**src/rtl/stash_scan_reader.sv**
```systemverilog
// stash_scan_reader: walks the scan table for one ORAM path, streams the
// stash entry addresses out in path order, then wipes the table to SNULL.
module stash_scan_reader #(
    parameter int ORAMZ           = 4,
    parameter int ORAML           = 3,
    parameter int StashEAWidth    = 8,
    parameter int ScanTableAWidth = 5
) (
    input  logic                       Clock,
    input  logic                       Reset,
    input  logic                       Start,
    output logic                       Busy,
    output logic                       Done,
    output logic [ScanTableAWidth-1:0] STAddr,
    output logic                       STValid,
    output logic                       STReset,
    input  logic [StashEAWidth-1:0]    STData,
    input  logic                       STDataValid,
    output logic [StashEAWidth-1:0]    OutSAddr,
    output logic                       OutDummy,
    output logic                       OutValid,
    input  logic                       OutReady
);

    localparam int BlocksOnPath = (ORAML + 1) * ORAMZ;
    localparam logic [StashEAWidth-1:0] SNULL = '1;
    localparam logic [ScanTableAWidth-1:0] PathCnt =
        ScanTableAWidth'(BlocksOnPath);
    localparam logic [ScanTableAWidth-1:0] LastAddr =
        ScanTableAWidth'(BlocksOnPath - 1);

    typedef enum logic [2:0] {
        IDLE,
        SCAN,
        DRAIN,
        CLEAR,
        DONE
    } state_t;

    state_t                     r_state;
    state_t                     w_next;
    logic [ScanTableAWidth-1:0] r_rd_cnt;
    logic [ScanTableAWidth-1:0] r_out_cnt;
    logic [ScanTableAWidth-1:0] r_clr_cnt;
    logic                       r_pend;
    logic [StashEAWidth-1:0]    r_fifo0;
    logic [StashEAWidth-1:0]    r_fifo1;
    logic [1:0]                 r_fcnt;
    logic                       w_push;
    logic                       w_pop;
    logic                       w_issue;
    logic [2:0]                 w_occ;

    // Output slot is the FIFO head, so it is held stable by construction.
    assign OutValid = (r_fcnt != 2'd0);
    assign OutSAddr = r_fifo0;
    assign OutDummy = (r_fifo0 == SNULL);

    assign w_pop  = OutValid & OutReady;
    assign w_push = STDataValid & r_pend;

    // Slots still claimed after this cycle's pop; a new read may take one.
    assign w_occ   = {1'b0, r_fcnt} + {2'b00, r_pend} - {2'b00, w_pop};
    assign w_issue = (r_state == SCAN) && (r_rd_cnt < PathCnt) &&
                     (w_occ < 3'd2);

    // State register.
    always_ff @(posedge Clock or posedge Reset) begin
        if (Reset) begin
            r_state <= IDLE;
        end else begin
            r_state <= w_next;
        end
    end

    // Next-state and table-port control.
    always_comb begin
        w_next  = r_state;
        Busy    = 1'b1;
        Done    = 1'b0;
        STValid = 1'b0;
        STReset = 1'b0;
        STAddr  = r_rd_cnt;
        unique case (r_state)
            IDLE: begin
                Busy = 1'b0;
                if (Start) begin
                    w_next = SCAN;
                end
            end
            SCAN: begin
                STValid = w_issue;
                if (r_rd_cnt == PathCnt) begin
                    w_next = DRAIN;
                end
            end
            DRAIN: begin
                if (r_out_cnt == PathCnt) begin
                    w_next = CLEAR;
                end
            end
            CLEAR: begin
                STReset = 1'b1;
                STAddr  = r_clr_cnt;
                if (r_clr_cnt == LastAddr) begin
                    w_next = DONE;
                end
            end
            DONE: begin
                Done   = 1'b1;
                w_next = IDLE;
            end
            default: begin
                w_next = IDLE;
            end
        endcase
    end

    // Read, output and clear counters; all restart on an accepted Start.
    always_ff @(posedge Clock or posedge Reset) begin
        if (Reset) begin
            r_rd_cnt  <= '0;
            r_out_cnt <= '0;
            r_clr_cnt <= '0;
        end else if (r_state == IDLE && Start) begin
            r_rd_cnt  <= '0;
            r_out_cnt <= '0;
            r_clr_cnt <= '0;
        end else begin
            if (STValid) begin
                r_rd_cnt <= r_rd_cnt + 1'b1;
            end
            if (w_pop) begin
                r_out_cnt <= r_out_cnt + 1'b1;
            end
            if (STReset) begin
                r_clr_cnt <= r_clr_cnt + 1'b1;
            end
        end
    end

    // One read in flight; reset drops it so a late return is discarded.
    always_ff @(posedge Clock or posedge Reset) begin
        if (Reset) begin
            r_pend <= 1'b0;
        end else begin
            r_pend <= STValid;
        end
    end

    // Two-entry FIFO with the head always in r_fifo0.
    always_ff @(posedge Clock or posedge Reset) begin
        if (Reset) begin
            r_fcnt  <= 2'd0;
            r_fifo0 <= '0;
            r_fifo1 <= '0;
        end else begin
            unique case ({w_push, w_pop})
                2'b10: begin
                    if (r_fcnt == 2'd0) begin
                        r_fifo0 <= STData;
                    end else begin
                        r_fifo1 <= STData;
                    end
                    r_fcnt <= r_fcnt + 2'd1;
                end
                2'b01: begin
                    r_fifo0 <= r_fifo1;
                    r_fcnt  <= r_fcnt - 2'd1;
                end
                2'b11: begin
                    if (r_fcnt == 2'd1) begin
                        r_fifo0 <= STData;
                    end else begin
                        r_fifo0 <= r_fifo1;
                        r_fifo1 <= STData;
                    end
                end
                default: begin
                end
            endcase
        end
    end

`ifdef SIMULATION
    // Flag table data that shows up with no read outstanding.
    always_ff @(posedge Clock) begin
        if (!Reset && STDataValid && !r_pend) begin
            $error("stash_scan_reader: unexpected STDataValid");
        end
    end
`endif

endmodule

```
**config.mk**
```make
export PLATFORM = sky130hd
export DESIGN_NAME = stash_scan_reader
export DESIGN_NICKNAME = d
export VERILOG_FILES = /design/src/rtl/stash_scan_reader.sv
export SDC_FILE = /design/constraint.sdc
export NUM_CORES = 1
export LEC_CHECK = 0
export ABC_CLOCK_PERIOD_IN_PS = 2900
export BUFFER_PORTS_ARGS = -buffer_cell sky130_fd_sc_hd__buf_4
export CORE_MARGIN = 8
export CORE_UTILIZATION = 46
export DETAILED_ROUTE_END_ITERATION = 7
export PLACE_DENSITY = 0.67
export SLEW_MARGIN = 5
export SYNTH_ARGS = -nofsm -noshare
export SYNTH_HDL_FRONTEND = slang
export SYNTH_SLANG_ARGS = --single-unit
export TNS_END_PERCENT = 30
```
**constraint.sdc**
```tcl
create_clock -name Clock -period 2.9 [get_ports Clock]
set_input_delay 0.145 -clock Clock [delete_from_list [all_inputs] [get_ports Clock]]
set_output_delay 0.145 -clock Clock [all_outputs]
set_load 0.005 [all_outputs]
```
Word-level counts from Yosys, hierarchy flattened:

Index checks and enable logic that the tools add are counted.

* magnitude comparators: 2
* $mul: 0
* muxes and demuxes: 23
* shift-type cells: 0
* bitwise gates (word level): 2
* reductions and logical operators: 15
* div/mod/pow operators: 0
* equal/unequal tests: 19
* add/sub/neg operators: 7

Operator list (count)
* two-way mux 5 bit: 7
* two-way mux 8 bit: 4
* case mux 8 bit (3 select lines): 1
* case mux 8 bit (2 select lines): 1
* adder 5 x 1 -> 5 bit (second input constant): 3
* two-way mux 3 bit: 4
* != test 2 bit (second input constant): 6
* case mux 3 bit (4 select lines): 1
* nonzero test 2 bit: 6
* == test 5 bit (second input constant): 2
* == test 8 bit (second input constant): 1
* == test 3 x 2 -> 1 bit (second input constant): 2
* == test 5 x 4 -> 1 bit (second input constant): 1
* < comparator 5 bit (second input constant): 1
* == test 2 x 1 -> 1 bit (second input constant): 2
* == test 2 bit (second input constant): 2
* two-way mux 1 bit: 4
* case mux 2 bit (2 select lines): 1
* AND reduction 4 bit: 1
* adder 2 x 1 -> 3 bit: 1
* == test 3 x 1 -> 1 bit (second input constant): 1
* == test 3 bit (second input constant): 1
* logical AND 1 bit: 3
* zero test 3 bit: 1
* 10 further kinds: 11

* memories: 0
* bits in latches: 0
* flip-flop bits (word level): 37
* bits in read-only memories: 0
* memory bits (writable): 0

Longest topological paths before layout:

* word-level depth: 8
* depth in mapped cells: 11
* gate-level depth less buffers: 10

Worst setup path after synthesis:

No wires, ideal clock.

* path type: flip-flop to flip-flop
* start: register r_fcnt[1]
* end: register r_rd_cnt[1]
* clock period less this slack: 3000 ps
* setup slack: -100 ps
* library setup time: 125 ps
* buffers on the path: 1
* arrival time: 2876 ps
* cell stages (with the launch flop): 12
* cells stage by stage: dfrtp_1 > inv_1 > ha_1 > nand2b_1 > inv_2 > buf_2 > ha_1 > nand2b_1 > fa_1 > nand4bb_4 > nor3_2 > mux2_2

* longest elaborated chain between the ends: 7

Ends and longest elaborated chain
* start: declaration: line 48 `logic [1:0] r_fcnt;`
* start signal: assignment: line 165 `r_fcnt <= r_fcnt + 2'd1;`
* start signal: assignment: line 169 `r_fcnt <= r_fcnt - 2'd1;`
* parallel branches: the longest is 2 deep, another holds adder 2 x 1 -> 3 bit
* subtractor 3 x 1 -> 3 bit (*): line 63 `assign w_occ = {1'b0, r_fcnt} + {2'b00, r_pend} - {2'b00, w_pop};`
* < comparator 3 x 2 -> 1 bit (*): line 65 `(w_occ < 3'd2);`
* logical AND 1 bit (*): line 64 `assign w_issue = (r_state == SCAN) && (r_rd_cnt < PathCnt) &&`
* two-way mux 1 bit (*): line 84 `unique case (r_state)`
* via STValid: line 15 `output logic STValid,`
* nonzero test 2 bit (no line) (*)
* end signal: assignment: line 131 `r_rd_cnt <= r_rd_cnt + 1'b1;`
* end: declaration: line 42 `logic [ScanTableAWidth-1:0] r_rd_cnt;`

Mark *: on every way through the listed nets, which the timed path passes.
A chain may end at the register's enable or synchronous reset.

Worst setup path in the final report:

* start: register r_fcnt[0]
* end: output STValid

* longest elaborated chain between the ends: 6

Ends and longest elaborated chain (line)
* parallel branches: the longest is 2 deep, another holds adder 2 x 1 -> 3 bit
* subtractor 3 x 1 -> 3 bit (*): 63
* < comparator 3 x 2 -> 1 bit (*): 65
* logical AND 1 bit (*): 64
* two-way mux 1 bit (*): 84
* end: declaration: 15

Mark *: on every way between the ends.

==> impl_metrics.yaml <==
run_status:
  status: "complete, no violations"
power:
  powerDensity_mw_per_mm2: 989
  p_int_w: 0.00161
  sequentialPowerShare_pct: 36.6
  switchingPower_w: 0.000947
  clkPwrFrac_pct: 13.4
  p_comb_share_pct: 50.0
  power_w: 0.00256
  irDropWorstVdd_v: 0.000568
  p_sw_share_pct: 37.1
  p_leak_nw: 1.19
final_layout:
  seqCellArea_um2: 926
  synthToLayoutAreaGrowth_pct: 21.1
  nFillCells: 399
  layout-drive-gt1-share_pct: 27.9
  layout.nets: 276
  num_antenna_cells: 0
  final_common_cell: "buf_4"
  layout_common_cells: "buf_4 (43), dfrtp_1 (37), nand2_1 (23)"
  multi_input_area_mm2: 0.00113
route:
  drt_iter0_markers: 51
  antenna_violating_nets_post_route: 0
  wl_per_cell_um: 15.4
  dr.pass1.iters: 4
  drt-total-wl_mm: 4.66
  vias: 1669
  viasPerCell: 5.51
  drc: 0
hold_path:
  whs_path_depth: 2
  worstHoldEndpoint: "r_fifo1[7]$_DFFE_PP0P_"
  hp-class: "in -> reg"
  min_from: "STData[7]"
timing:
  fin_tns_setup_ns: 0
  hold_viol: 0
  fin_crit_ns: 2.76
  period_share_pct: 95.2
  tightest_slew_ns: 0.580
  setup_viol_count_final: 0
  max_clock_freq_mhz: 362
  slew_headroom_pct: 61.1
  finClkSkew_ns: 0.00538
  finalMaxSlewViolations: 0
worst_setup_path:
  crit_slowest_cell: "fa_1"
  critPathMaxFanout: 4
  end_kind: "output port"
  crit_family: "adder cells"
  worstPathRequired_ns: 2.76
  rr_worst_depth: 11
  cp_num_buf_inv: 3
  worstSetupPathType: "reg -> out"
  r2r_setup_slack_ns: 0.14
  cp-start-kind: "flop"
  rr_endpoint: "r_rd_cnt[1]$_DFFE_PP0P_"
  critical_path.cell_chain: "inv_2, ha_4, nand2b_4, inv_2, ha_4, nand2b_4, fa_1, nand4bb_4, nor3_4, buf_4"
  cpPeakStageDelay_ns: 0.58
  cp.arrival_ns: 2.61
  r2r-start: "r_fcnt[0]$_DFFE_PP0P_"
floorplan:
  initial_core_util_pct: 48.3
  die_y_um: 84.1
  io_pins: 32
  dieArea_mm2: 0.00707
  core_mm2: 0.00441
  die_x_um: 84.1
  fp-row-count: 24
synthesis:
  synthesis.area_mm2: 0.00213
  seq_area_frac_synth_pct: 43.4
  ys_ff_latch: 37
  synth-async-reset-ratio_pct: 100
  syn_inst: 211
  yosysWarnings: 0
  synthFlopType: "dfrtp_1"
  synth_edf_count: 0
  synth_cell_type_count: 45
  synth.net_count: 237
  synth_area_per_cell_um2: 10.1
grt:
  grt_pass1_vias: 1635
  grt_max_degree: 38
  grt_usage_pct: 12.7
  grt_overflow: 0
  grt_first_pass_wirelength_mm: 7.56
  antenna_found_initial: 0
cts:
  clk_pin_slew_ns: 0.07
  cts_buffer_depth: 2
  ctsRootBufferMaster: "clkbuf_8"
  numCtsBuffers: 5
  clock_sinks: 37
  clk-insertion-delay-late_ns: 0.28
  ctsHtreeMaxLevel: 2
  cts_tree: "built"
place:
  io_buffers: 31
  place.gp.congestion: 0.734
  dpl.hpwl_mm: 3.22
run:
  cap_violations: 0
## what timing repair did
action	CTS	global route
buffers inserted	0	7
endpoints found under the setup margin	0	3
endpoints found under the hold margin	37	0
resized for setup	0	7
hold buffers	1	0
## synthesized netlist by cell type (all sizes together) (3+ instances only)
master  number  area [um^2]
or3          4         25.0
xor2         3         26.3
o21ai       16         80.1
nand2b       4         25.0
buf          9         62.6
nor4b        3         26.3
ha          12          150
nor2         9         33.8
and2         3         21.3
mux2         9          131
xnor2        3         26.3
nor3         9         50.1
nand2       23         86.3
inv         12         45.1
nand3        5         25.0
dfrtp       37          926
a21oi        6         30.0
a31oi        9         56.3
mux2i        3         30.0
clkbuf       3         11.3
o211ai       8         60.1
## layer usage
layer / vias up / share of wire, % / track usage (%)
li1: 826 / - / -
met1: 795 / 44 / 14.6
met2: 44 / 49 / 21.2
met3: 4 / 6.5 / 5.27
met4: 0 / 0.58 / 2.98
met5: - / 0 / 0
## area by class of cell
cell class                 count  share of cell area [%]
timing repair buffer          44                    12.9
tap                           52                    2.52
clock buffer                   8                    3.10
sequential                    37                    35.9
inverter                      12                    1.74
multi-input combinational    150                    43.9
## power by group through the flow
stage	sequential [W]	combinational [W]	clock [W]
floorplan	0.000883	0.000816	0
global placement	0.000932	0.00111	0
detailed placement	0.000943	0.00113	0
CTS	0.000932	0.00113	0.000351
global route	0.000964	0.00143	0.000372
finish	0.000935	0.00128	0.000342
## worst max-delay path by stage
stage	slack, ns	endpoint	startpoint	depth (start not counted)
floorplan	0.003	r_rd_cnt[1]$_DFFE_PP0P_	r_fcnt[1]$_DFFE_PP0P_	11
global placement	0.26	r_rd_cnt[1]$_DFFE_PP0P_	r_fcnt[0]$_DFFE_PP0P_	10
detailed placement	0.20	r_rd_cnt[1]$_DFFE_PP0P_	r_fcnt[0]$_DFFE_PP0P_	10
CTS	0.06	STValid	r_fcnt[0]$_DFFE_PP0P_	10
global route	-0.009	STValid	r_fcnt[0]$_DFFE_PP0P_	10
finish	0.14	STValid	r_fcnt[0]$_DFFE_PP0P_	10
## worst register-to-register path, stage by stage (launching register included)
cell       delay [ns]
dfrtp_1          0.40
inv_2            0.08
ha_4             0.17
nand2b_4         0.14
inv_2            0.07
ha_4             0.19
nand2b_4         0.13
fa_1             0.58
nand4bb_4        0.14
nor3_4           0.28
buf_4            0.15
mux2_2           0.31
## logic make-up (layout without fill, tap and decap cells)
group / after synthesis / in the layout / share of synthesized area, %
AO/OA/AOI/OAI: 46 / 46 / 13.3
XOR/XNOR: 6 / 6 / 2.47
adder cells (fa/ha/maj): 13 / 13 / 7.98
buffers and inverters: 24 / 64 / 5.57
flip-flops: 37 / 37 / 43.4
multiplexers: 12 / 12 / 7.57
AND/OR/NAND/NOR: 73 / 73 / 19.7
## state kept, by name, indices dropped and copies added, names as in the netlist
signal     cells
OutSAddr       8
r_clr_cnt      5
r_fcnt         2
r_fifo1        8
r_out_cnt      5
r_pend         1
r_rd_cnt       5
r_state        3
## metrics by stage
stage | std cells | setup slack [ns] | util [%] | hold WS, ns | instance area, um^2
after floorplan | 211 | 0.00262 | - | 0.294 | 2140
after global placement | 287 | 0.258 | 54.4 | 0.298 | 2400
after detailed placement | 287 | 0.196 | 54.4 | 0.298 | 2400
after CTS | 296 | 0.0622 | 56.4 | 0.0945 | 2490
after global routing | 303 | -0.00876 | 58.5 | 0.0911 | 2580
final | 303 | 0.141 | 58.5 | 0.0985 | 2580
(Power assumes the default switching activity.)
